`src/rtl/stack_pkg.sv`:
```
// stack_pkg: command encoding and mod-DEPTH pointer helpers for stack_param
package stack_pkg;
  typedef enum logic [1:0] {CMD_NOP, CMD_PUSH, CMD_POP, CMD_GET} stack_cmd_e;
  function automatic int unsigned ptr_add(input int unsigned p, input int unsigned off, input int unsigned depth);
    return (p + off % depth) % depth;
  endfunction
  function automatic int unsigned ptr_sub(input int unsigned p, input int unsigned off, input int unsigned depth);
    return (p + depth - off % depth) % depth;
  endfunction
endpackage

```
`src/rtl/stack_mem.sv`:
```
// stack_mem: DEPTH x WIDTH register array, one sync write port, one async read port
module stack_mem #(
  parameter int WIDTH = 4,
  parameter int DEPTH = 5,
  parameter int IW = 3
) (
  input  logic             clk,
  input  logic             we,
  input  logic [IW-1:0]    waddr,
  input  logic [WIDTH-1:0] wdata,
  input  logic [IW-1:0]    raddr,
  output logic [WIDTH-1:0] rdata
);
  logic [WIDTH-1:0] mem [DEPTH];
  always_ff @(posedge clk) if (we) mem[waddr] <= wdata;
  assign rdata = mem[raddr];
endmodule

```
`src/rtl/stack_param.sv`:
```
// stack_param: parametrised circular LIFO with status; STACK_PARAM_WRAP_EN makes PUSH-when-full overwrite the oldest entry
module stack_param
  import stack_pkg::*;
#(
  parameter  int WIDTH = 4,
  parameter  int DEPTH = 5,
  localparam int IW = (DEPTH > 1) ? $clog2(DEPTH) : 1,
  localparam int CW = $clog2(DEPTH + 1)
) (
  input  logic             CLK,
  input  logic             RESET,
  input  logic [1:0]       COMMAND,
  input  logic [IW-1:0]    INDEX,
  input  logic [WIDTH-1:0] DATA_IN,
  output logic [WIDTH-1:0] DATA_OUT,
  output logic             DATA_VALID,
  output logic [CW-1:0]    COUNT,
  output logic             FULL,
  output logic             EMPTY,
  output logic             ERROR
);
  stack_cmd_e       cmd;
  logic [IW-1:0]    top_q, top_d, rd_addr;
  logic [CW-1:0]    count_q, count_d;
  logic [WIDTH-1:0] dout_q, dout_d, rd_data;
  logic             valid_q, valid_d, err_q, err_d, we, full, empty;
  assign cmd   = stack_cmd_e'(COMMAND);
  assign full  = count_q == CW'(DEPTH);
  assign empty = count_q == '0;
  // POP reads top-1, GET reads top-1-INDEX; both wrap explicitly mod DEPTH
  assign rd_addr = IW'(ptr_sub(32'(top_q), (cmd == CMD_GET) ? 32'(INDEX) + 1 : 1, DEPTH));
  stack_mem #(.WIDTH(WIDTH), .DEPTH(DEPTH), .IW(IW)) u_mem (
    .clk(CLK), .we(we), .waddr(top_q), .wdata(DATA_IN), .raddr(rd_addr), .rdata(rd_data)
  );
  always_comb begin
    top_d   = top_q;
    count_d = count_q;
    dout_d  = dout_q;
    valid_d = 1'b0;
    err_d   = 1'b0;
    we      = 1'b0;
    unique case (cmd)
      CMD_PUSH: begin
        if (!full) begin
          we      = 1'b1;
          top_d   = IW'(ptr_add(32'(top_q), 1, DEPTH));
          count_d = count_q + CW'(1);
        end else begin
`ifdef STACK_PARAM_WRAP_EN
          we    = 1'b1;
          top_d = IW'(ptr_add(32'(top_q), 1, DEPTH));
`else
          err_d = 1'b1;
`endif
        end
      end
      CMD_POP: begin
        if (empty) err_d = 1'b1;
        else begin
          dout_d  = rd_data;
          valid_d = 1'b1;
          top_d   = IW'(ptr_sub(32'(top_q), 1, DEPTH));
          count_d = count_q - CW'(1);
        end
      end
      CMD_GET: begin
        if (32'(INDEX) < 32'(count_q)) begin
          dout_d  = rd_data;
          valid_d = 1'b1;
        end else err_d = 1'b1;
      end
      default: ;
    endcase
  end
  always_ff @(posedge CLK) begin
    if (RESET) begin
      top_q   <= '0;
      count_q <= '0;
      dout_q  <= '0;
      valid_q <= 1'b0;
      err_q   <= 1'b0;
    end else begin
      top_q   <= top_d;
      count_q <= count_d;
      dout_q  <= dout_d;
      valid_q <= valid_d;
      err_q   <= err_d;
    end
  end
  assign DATA_OUT   = dout_q;
  assign DATA_VALID = valid_q;
  assign ERROR      = err_q;
  assign COUNT      = count_q;
  assign FULL       = full;
  assign EMPTY      = empty;
endmodule

```
`config.mk`:
```
export PLATFORM = sky130hd
export DESIGN_NAME = stack_param
export DESIGN_NICKNAME = d
export VERILOG_FILES = /design/src/rtl/stack_pkg.sv /design/src/rtl/stack_mem.sv /design/src/rtl/stack_param.sv
export SDC_FILE = /design/constraint.sdc
export NUM_CORES = 1
export LEC_CHECK = 0
export BUFFER_PORTS_ARGS = -buffer_cell sky130_fd_sc_hd__buf_4
export CORE_UTILIZATION = 55
export CTS_CLUSTER_SIZE = 16
export DETAILED_ROUTE_END_ITERATION = 8
export PLACE_DENSITY_LB_ADDON = 0.1
export SETUP_SLACK_MARGIN = 0.2
export SLEW_MARGIN = 0
export SYNTH_ARGS = -nofsm -noshare
export SYNTH_HDL_FRONTEND = slang
export SYNTH_HIERARCHICAL = 1
export SYNTH_SLANG_ARGS = --single-unit
```
`constraint.sdc`:
```
create_clock -name CLK -period 13.5 [get_ports CLK]
set_clock_uncertainty 0.05 [all_clocks]
set_input_delay 0.675 -clock CLK [delete_from_list [all_inputs] [get_ports CLK]]
set_output_delay 0.675 -clock CLK [all_outputs]
set_load 0.005 [all_outputs]
```
==> impl_metrics.env, run 1 <==
export IMPL_status="completed"
export IMPL_path_clk_slew_ps=70
export IMPL_cts_tree="built"
export IMPL_min_period_ps=10260
export IMPL_drive_above_1_share_pct=12.81
export IMPL_synth_area_leaders="edfxtp_1 15%, ha_1 8.5%, dfxtp_1 6.1%, xnor2_1 5.3%, nor2_1 4.0%"
export IMPL_post_place_ws_ps=3030
export IMPL_synthesis_instances=473
export IMPL_p_per_area_mw_per_mm2=201.4
export IMPL_hp_class="register to register"
export IMPL_start_kind="input pin"
export IMPL_fp_dieArea_sq_mm=0.007541
export IMPL_antenna_cells=0
export IMPL_cp_slowest_stage_delay_ps=790
export IMPL_cp_arrival_ps=10390
export IMPL_die_h_microns=86.84
export IMPL_hold_path_depth=2
export IMPL_grt_setup_unrepaired="false"
export IMPL_end_kind="register"
export IMPL_synth_common_cells="42 x nor2_1, 28 x inv_1, 27 x ha_1"
export IMPL_dr_pass1_iters=5
export IMPL_io_buffer_count=21
export IMPL_r2r_start="top_q[0]"
export IMPL_async_flop_share_pct=0
export IMPL_worstMarginPinSlew_ps=972.9
export IMPL_synth_warnings=6
export IMPL_numCtsBuffers=5
export IMPL_drt_total_wl_microns=9293
export IMPL_drc=0
export IMPL_gr_usage_all_layers_pct=25.01
export IMPL_cts_max_level=2
export IMPL_synth_most_common_cell="nor2_1"
export IMPL_wire_per_inst_microns=16.02
export IMPL_dieWidth_microns=86.84
export IMPL_leakagePower_nw=1.697
export IMPL_rows=30
export IMPL_synthXorXnorAreaFrac_pct=6.416
export IMPL_rr_worst_depth=31
export IMPL_cts_hold_buf=0
export IMPL_totalNegativeSetupSlack_ps=0
export IMPL_clock_sinks=32
export IMPL_slew_headroom_pct=34.67
export IMPL_final_net_count=523
export IMPL_hold_viol=0
export IMPL_dp_cells=572
export IMPL_synth_edf_count=20
export IMPL_yosys_area_top_type="edfxtp_1"
export IMPL_core_area_sq_mm=0.006869
export IMPL_overflow=0
export IMPL_area_growth_pct=7.427
export IMPL_synthAdderAreaFrac_pct=9.798
export IMPL_ys_types=92
export IMPL_synth_mux_area_share_pct=4.488
export IMPL_fin_cells=580
export IMPL_setup_slack_ps=3236
export IMPL_vias=3666
export IMPL_drv_slew=0
export IMPL_ys_ff_latch=32
export IMPL_clock_tree_buffer_depth=2
export IMPL_antenna_found_initial=0
export IMPL_fin_crit_sh_pct=76.03
export IMPL_cts_root_buf="clkbuf_8"
export IMPL_yosysSeqAreaShare_pct=21.24
export IMPL_cp_max_fo=12
export IMPL_drv_cap=0
export IMPL_viasPerCell=6.321
export IMPL_synth_top_family_by_area="compound AO/OA/AOI/OAI gates"
export IMPL_dpl_hpwl_microns=7265
export IMPL_crit_path_start="INDEX[0]"
export IMPL_yosysTopAreaCellShare_pct=15.17
export IMPL_crit_type="input pin to register"
export IMPL_ys_flop_type="edfxtp_1"
export IMPL_avgSynthCellArea_sq_um=8.370
export IMPL_max_freq_mhz=97.43
export IMPL_drt_iter0_markers=223
export IMPL_start_util_pct=57.63
export IMPL_gp_congestion=0.8656
export IMPL_io_pin_count=22
export IMPL_synth_area_sq_mm=0.003959
export IMPL_ir_worst_vdd_uv=76.69
export IMPL_grt_max_degree=16
export IMPL_grt_pass1_wl_microns=15180
export IMPL_holdCritStartpoint="DATA_OUT[2]"
export IMPL_post_cts_buffers=0
export IMPL_synth_compound_area_share_pct=30.34
export IMPL_worstPathRequired_ps=13620
export IMPL_cp_common_cell="ha_1"
export IMPL_drt_antenna_violating_nets=0
export IMPL_setup_viol=0
export IMPL_clock_latency_ps=280
export IMPL_yosys_area_share_simple_pct=22.19
export IMPL_ctsResizeCount=0
export IMPL_grt_pass1_vias=3230
export IMPL_slowest_stage="xnor2_1"
-- path summary, 6_finish.rpt --
path | end | slack [ps]
setup / recovery | DATA_OUT[3] | 3240
hold / removal | DATA_OUT[2] | 460
setup reg to reg | DATA_OUT[3] | 5300
hold reg to reg | DATA_OUT[2] | 460
-- state kept, by name (all words and copies together) (netlist names) --
name and cells:
DATA_VALID 1, DATA_OUT 4, ERROR 1, u_mem/mem 20, top_q 3, COUNT 3
-- power by group --
group / total [mW] / switching (mW) / internal [mW]
Combinational: 0.646 / 0.362 / 0.283
Sequential: 0.122 / 0.00948 / 0.113
Clock: 0.0889 / 0.0342 / 0.0547
-- metal layers --
metal	global-route usage [%]	up-vias	share of wire [%]	routed length (microns)
li1	-	1817	-	-
met1	34.28	1735	48	4498
met2	41.37	106	46	4295
met3	4.476	8	4.8	443
met4	4.697	0	0.59	55
met5	0	-	0	0
-- metrics by stage --
step | utilization (%) | cell area [sq um] | hold WS [ps] | total power [mW]
floorplan | - | 3970 | 439.0 | 0.6697
global route | 61.91 | 4253 | 499.8 | 0.9362
CTS | 61.91 | 4253 | 473.7 | 0.8539
global placement | 60.35 | 4145 | 437.5 | 0.7506
finish | 61.91 | 4253 | 463.9 | 0.8567
detailed placement | 60.35 | 4145 | 455.8 | 0.7612
-- cell type report --
| cell class | count | area, sq um |
|---|---|---|
| clock buffers | 6 | 72.57 |
| repair buffers | 21 | 157.7 |
| flip-flops and latches | 32 | 840.8 |
| well taps | 96 | 120.1 |
| inverters | 30 | 112.6 |
| clock inverters | 2 | 35.03 |
| fillers | 607 | 2616 |
| multi-input cells | 393 | 2914 |
-- critical path, delay by kind of cell --
family,cells,cell delay (ps)
compound gates,16,4160
buf+inv,4,400
mux,2,430
xor+xnor,3,1350
fa+ha+maj,6,1430
simple gates,12,1920
-- cells by family after synthesis --
logic type               after synthesis
AND/OR/NAND/NOR                      163
AO/OA/AOI/OAI                        150
buffers and inverters                 51
flip-flops                            32
adder cells (fa/ha/maj)               30
XOR/XNOR                              29
multiplexers                          17
other                                  1
-- layout by cell type (no fill, tap or decap), types with 4 or more instances in the layout --
cell / instances
nor2_1: 42
inv_1: 28
ha_1: 27
nand2_1: 25
a21oi_1: 24
xnor2_1: 24
buf_4: 21
edfxtp_1: 20
nor3_1: 16
o21ai_0: 16
mux2i_1: 14
dfxtp_1: 12
nor2b_1: 11
a211oi_1: 11
nand2b_1: 8
nand3_1: 8
o21a_1: 7
a21o_1: 7
a221oi_1: 7
nand4_1: 6
o31ai_1: 6
or3_1: 6
nor3b_1: 6
xor2_1: 5
a22oi_1: 5
and3_1: 5
a31oi_1: 5
clkbuf_8: 5
o221ai_1: 4
nor4_1: 4
or2_2: 4
o211ai_1: 4
conb_1: 4
Note: power is estimated with default switching activity, not from simulation.
==> run 2: changes to the inputs <==
ABC_AREA = 1   (was default)
clock period = 8.75 ns   (was 13.5 ns; I/O delays follow)
==> run 2 against run 1 <==
  * Global-route usage fell by 0.28 points
  * Non-clock buffer count rose by 2
  * Die area rose by 17%
  * Critical endpoint is now DATA_OUT[1]
  * Critical path depth rose by 24
  * Setup slack got worse by 2300 ps
  * Critical path type unchanged
  * Core utilization fell by 0.26 points
  * Sequential share of layout area fell by 3.2 points
==> impl_metrics.env, run 2 <==
export IMPL_cts_hold_buf=0
export IMPL_critPathTopFamily="simple AND/OR/NAND/NOR gates"
export IMPL_synth_most_common_cell="nand2_1"
export IMPL_vias=4631
export IMPL_rows=33
export IMPL_fp_dieArea_sq_mm=0.008858
export IMPL_final_net_count=815
export IMPL_postLayoutCellArea_sq_mm=0.005066
export IMPL_gp_congestion=0.8670
export IMPL_min_period_ps=7795
export IMPL_yosysTopAreaCellShare_pct=16.17
export IMPL_grt_pass1_wl_microns=17930
export IMPL_io_buffer_count=21
export IMPL_area_growth_pct=8.552
export IMPL_numCtsBuffers=5
export IMPL_end_kind="register"
export IMPL_drt_total_wl_microns=10480
export IMPL_viasPerCell=5.257
export IMPL_cts_max_level=2
export IMPL_slowest_stage="ha_1"
export IMPL_antenna_cells=0
export IMPL_drt_antenna_violating_nets=0
export IMPL_dr_pass1_iters=5
export IMPL_setup_viol=0
export IMPL_fillers=789
export IMPL_max_freq_mhz=128.3
export IMPL_synth_area_leaders="nand2_1 16%, edfxtp_1 13%, inv_1 9.8%, nand3_1 8.0%, ha_1 7.2%"
export IMPL_ys_flop_type="edfxtp_1"
export IMPL_start_util_pct=56.80
export IMPL_core_area_sq_mm=0.008217
export IMPL_async_flop_share_pct=0
export IMPL_io_pin_count=22
export IMPL_critPathBufInv=14
export IMPL_drt_iter0_markers=210
export IMPL_cts_root_buf="clkbuf_8"
export IMPL_path_clk_slew_ps=70
export IMPL_drv_slew=0
export IMPL_holdWs_ps=270.9
export IMPL_drive_above_1_share_pct=18.81
export IMPL_ys_ff_latch=32
export IMPL_clock_tree_buffer_depth=2
export IMPL_totalNegativeSetupSlack_ps=0
export IMPL_yosys_area_top_type="nand2_1"
export IMPL_grt_setup_unrepaired="false"
export IMPL_cp_slowest_stage_delay_ps=370
export IMPL_synth_warnings=6
export IMPL_clock_sinks=32
export IMPL_antenna_found_initial=0
export IMPL_largest_register_ffs=20
export IMPL_die_h_microns=94.12
export IMPL_dpl_hpwl_microns=8589
export IMPL_cp_arrival_ps=7930
export IMPL_worstPathRequired_ps=8880
export IMPL_cts_tree="built"
export IMPL_drc=0
export IMPL_grt_pass1_vias=4227
export IMPL_hold_viol=0
export IMPL_drv_cap=0
export IMPL_regArea_sq_um=840.8
export IMPL_cp_max_fo=11
export IMPL_synth_area_sq_mm=0.004667
export IMPL_yosysSeqAreaShare_pct=18.02
export IMPL_fin_crit_sh_pct=89.08
export IMPL_worstMarginPinSlew_ps=594.6
export IMPL_status="completed"
export IMPL_layout_common_cells="200 x nand2_1, 122 x inv_1, 74 x nand3_1"
export IMPL_synth_edf_count=20
export IMPL_grt_max_degree=18
export IMPL_hp_class="input pin to register"
export IMPL_synthesis_instances=748
export IMPL_clock_latency_ps=290
export IMPL_fin_util_pct=61.66
export IMPL_slew_headroom_pct=60.05
export IMPL_avgSynthCellArea_sq_um=6.239
export IMPL_regMostFlops="u_mem/mem"
export IMPL_wire_per_inst_microns=11.90
export IMPL_gr_usage_all_layers_pct=24.73
export IMPL_ys_types=45
export IMPL_crit_type="input pin to register"
export IMPL_overflow=0
export IMPL_place_area_sq_mm=0.004926
export IMPL_dieWidth_microns=94.12
export IMPL_cp_common_cell="nand2_1"
export IMPL_final_common_cell="nand2_1"
export IMPL_multi_input_area_sq_mm=0.003253
export IMPL_start_kind="input pin"
export IMPL_synth_common_cells="201 x nand2_1, 122 x inv_1, 75 x nand3_1"
[run 2: cell types whose count changed in the layout (fill, tap and decap cells not counted), moves of 11 or more]
cell / delta
nand4_1: +18
nand2_1: +175
nand2_2: +36
a21oi_1: -13
inv_2: +21
inv_1: +94
mux2i_1: -14
nor2_1: +21
nand3_1: +66
nand3_2: +14
xnor2_1: -23
nor2b_1: -11
[run 2: layout make-up]
type | count | share of cell area [%]
tap | 105 | 2.593
multi-input combinational | 565 | 64.21
clock buffer | 6 | 1.432
sequential | 32 | 16.60
timing repair buffer | 23 | 3.408
clock inverter | 2 | 0.6915
inverter | 148 | 11.06
[run 2: final timing paths]
| check | start | to | slack, ps | depth (start not counted) |
|---|---|---|---|---|
| hold / removal | RESET | DATA_VALID | 270 | 2 |
| setup / recovery | INDEX[0] | DATA_OUT[1] | 960 | 67 |
| hold reg to reg | DATA_OUT[2] | DATA_OUT[2] | 470 | 2 |
| setup reg to reg | top_q[0] | top_q[1] | 1720 | 47 |
[run 2: worst register-to-register path, delay by kind of cell (launching register included)]
family | cells | cell delay [ps]
xor gates and xnor gates | 1 | 320
DFF | 1 | 540
AOI/OAI and AO/OA | 2 | 200
and+or+nand+nor | 35 | 4170
adders and majority gates | 5 | 1230
buffers and inverters | 4 | 440
[run 2: what timing repair did]
action                     CTS  global route
buffers inserted             0             1
gates resized for setup      0             7
setup endpoints to repair    0             4
[run 2: stage by stage]
stage	setup WS [ps]	cells
finish	955.1	881
global placement	631.7	872
floorplan	1453	751
global route	204.1	881
detailed placement	263.0	872
CTS	546.4	880
[run 2: layer usage]
| metal | wire length, microns | track usage [%] | part of all wire, % |
|---|---|---|---|
| met5 | 0 | 0 | 0 |
| met4 | 72 | 5.000 | 0.69 |
| met2 | 5653 | 49.51 | 54 |
| met1 | 4511 | 27.88 | 43 |
| met3 | 245 | 2.184 | 2.3 |
[run 2: cells by family (layout without fill, tap and decap cells)]
family | after synthesis | after routing | synth area share (%)
and+or+nand+nor | 454 | 454 | 50.00
buffers and inverters | 154 | 179 | 13.06
AOI/OAI and AO/OA | 67 | 67 | 8.687
DFF | 32 | 32 | 18.02
adders and majority gates | 29 | 29 | 8.096
xor gates and xnor gates | 11 | 11 | 2.064
other | 1 | 4 | 0.08035
Power of run 2 is not shown: default switching activity piles up to over one toggle a cycle in this logic, so the estimate is an artifact.
==> run 3: changes to the inputs <==
CORE_ASPECT_RATIO = 1.25   (was default)
PLACE_DENSITY = 0.75   (was default)
PLACE_DENSITY_LB_ADDON = default   (was 0.1)
clock period = 9.1 ns   (was 8.75 ns; I/O delays follow)
==> run 3 against run 2 <==
  * The flow now finishes with violations (DRC)
  * Final cell count fell by 1.0%
  * Die area barely moved
  * Sequential cell count did not move
  * Setup slack improved by 210 ps
  * Via count rose by 0.71%
  * Worst hold slack improved by 63 ps
  * Critical path depth fell by 6
  * Wire length barely moved
  * Non-clock buffer count fell by 1
  * First-iteration DRC count fell by 4.3%
  * Register-to-register slack improved by 340 ps
  * Global-route usage fell by 0.48 points
==> impl_metrics.env, run 3 (synthesized netlist as in run 2, its figures left out) <==
export IMPL_status="finished with violations"
export IMPL_violations="DRC"
export IMPL_drive_above_1_share_pct=18.58
export IMPL_drt_antenna_violating_nets=0
export IMPL_io_pin_count=22
export IMPL_fp_dieArea_sq_mm=0.008860
export IMPL_grt_max_degree=18
export IMPL_die_h_microns=105.0
export IMPL_multi_input_area_sq_mm=0.003247
export IMPL_cp_slowest_stage_delay_ps=420
export IMPL_hp_class="input pin to register"
export IMPL_gp_congestion=0.8479
export IMPL_final_common_cell="nand2_1"
export IMPL_largest_register_ffs=20
export IMPL_dr_pass1_iters=6
export IMPL_slew_headroom_pct=61.14
export IMPL_rows=37
export IMPL_antenna_found_initial=0
export IMPL_totalNegativeSetupSlack_ps=0
export IMPL_io_buffer_count=21
export IMPL_start_util_pct=56.64
export IMPL_clock_latency_ps=280
export IMPL_end_kind="register"
export IMPL_min_period_ps=7935
export IMPL_cp_common_cell="nand2_1"
export IMPL_overflow=0
export IMPL_wire_per_inst_microns=12.01
export IMPL_antenna_cells=0
export IMPL_viasPerCell=5.349
export IMPL_clock_sinks=32
export IMPL_slowest_stage="fa_1"
export IMPL_worstPathRequired_ps=9220
export IMPL_cts_tree="built"
export IMPL_cts_hold_buf=0
export IMPL_path_clk_slew_ps=70
export IMPL_fillers=809
export IMPL_grt_pass1_wl_microns=17940
export IMPL_regMostFlops="u_mem/mem"
export IMPL_setup_viol=0
export IMPL_start_kind="input pin"
export IMPL_final_net_count=814
export IMPL_cts_max_level=2
export IMPL_cts_root_buf="clkbuf_8"
export IMPL_cp_max_fo=13
export IMPL_worstMarginPinSlew_ps=578.5
export IMPL_hold_viol=0
export IMPL_vias=4664
export IMPL_core_area_sq_mm=0.008240
export IMPL_layout_common_cells="200 x nand2_1, 122 x inv_1, 75 x nand3_1"
export IMPL_crit_type="input pin to register"
export IMPL_area_growth_pct=8.123
export IMPL_drt_total_wl_microns=10480
export IMPL_clock_tree_buffer_depth=2
export IMPL_numCtsBuffers=5
export IMPL_drv_slew=0
export IMPL_fin_crit_sh_pct=87.19
export IMPL_grt_pass1_vias=4372
export IMPL_grt_setup_unrepaired="false"
export IMPL_max_freq_mhz=126.0
export IMPL_post_cts_buffers=0
export IMPL_drc=2
export IMPL_dieWidth_microns=84.39
export IMPL_drv_cap=0
export IMPL_gr_usage_all_layers_pct=24.26
export IMPL_drt_iter0_markers=201
export IMPL_dpl_hpwl_microns=8747
export IMPL_cp_arrival_ps=8060
export IMPL_regArea_sq_um=840.8
## run 3: metal layers
layer	vias to the layer above	GRT usage (%)	wire length (microns)
li1	2434	-	-
met1	2135	25.83	4278
met2	78	49.47	5689
met3	17	1.975	286
met4	0	7.264	221
met5	-	0	0
## run 3: final timing paths
kind | start | endpoint | cells past startpoint | slack (ps)
worst max-delay path | INDEX[0] | DATA_OUT[1] | 61 | 1170
worst min-delay path | RESET | ERROR | 2 | 330
worst max register to register | top_q[0] | top_q[0] | 49 | 2060
worst min register to register | DATA_OUT[0] | DATA_OUT[0] | 2 | 460
## run 3: per-stage QoR
stage          hold slack [ps]  setup WS, ps  instance area, sq um  instances  utilization (%)
4_1_cts                  322.0         917.6                  5027        872            61.01
5_1_grt                  323.0         251.1                  5046        872            61.24
6_report                 334.2          1165                  5046        872            61.24
3_3_place_gp             442.5         954.8                  4916        864            59.66
3_5_place_dp             447.2         641.5                  4916        864            59.66
2_1_floorplan            449.3          1786                  4678        751                -
## run 3: critical path, delay by kind of cell
| family | cells | cell delay (ps) |
|---|---|---|
| XOR/XNOR | 3 | 640 |
| adder cells (fa/ha/maj) | 7 | 1720 |
| AO/OA/AOI/OAI | 3 | 790 |
| AND/OR/NAND/NOR | 37 | 3470 |
| buffers and inverters | 11 | 1000 |
## run 3: cell type report
cell class              instances  area share (%)
clock buffers                   5           1.364
flip-flops and latches         32           16.66
well taps                      97           2.405
multi-input cells             565           64.34
clock inverters                 3          0.8430
repair buffers                 22           3.273
inverters                     148           11.11
## run 3: timing repair
action                                 4_1_cts  5_1_grt
gates resized for setup                      0        5
endpoints found under the hold margin        0        0
setup endpoints to repair                    0        4
Power of run 3 is left out for the same reason.
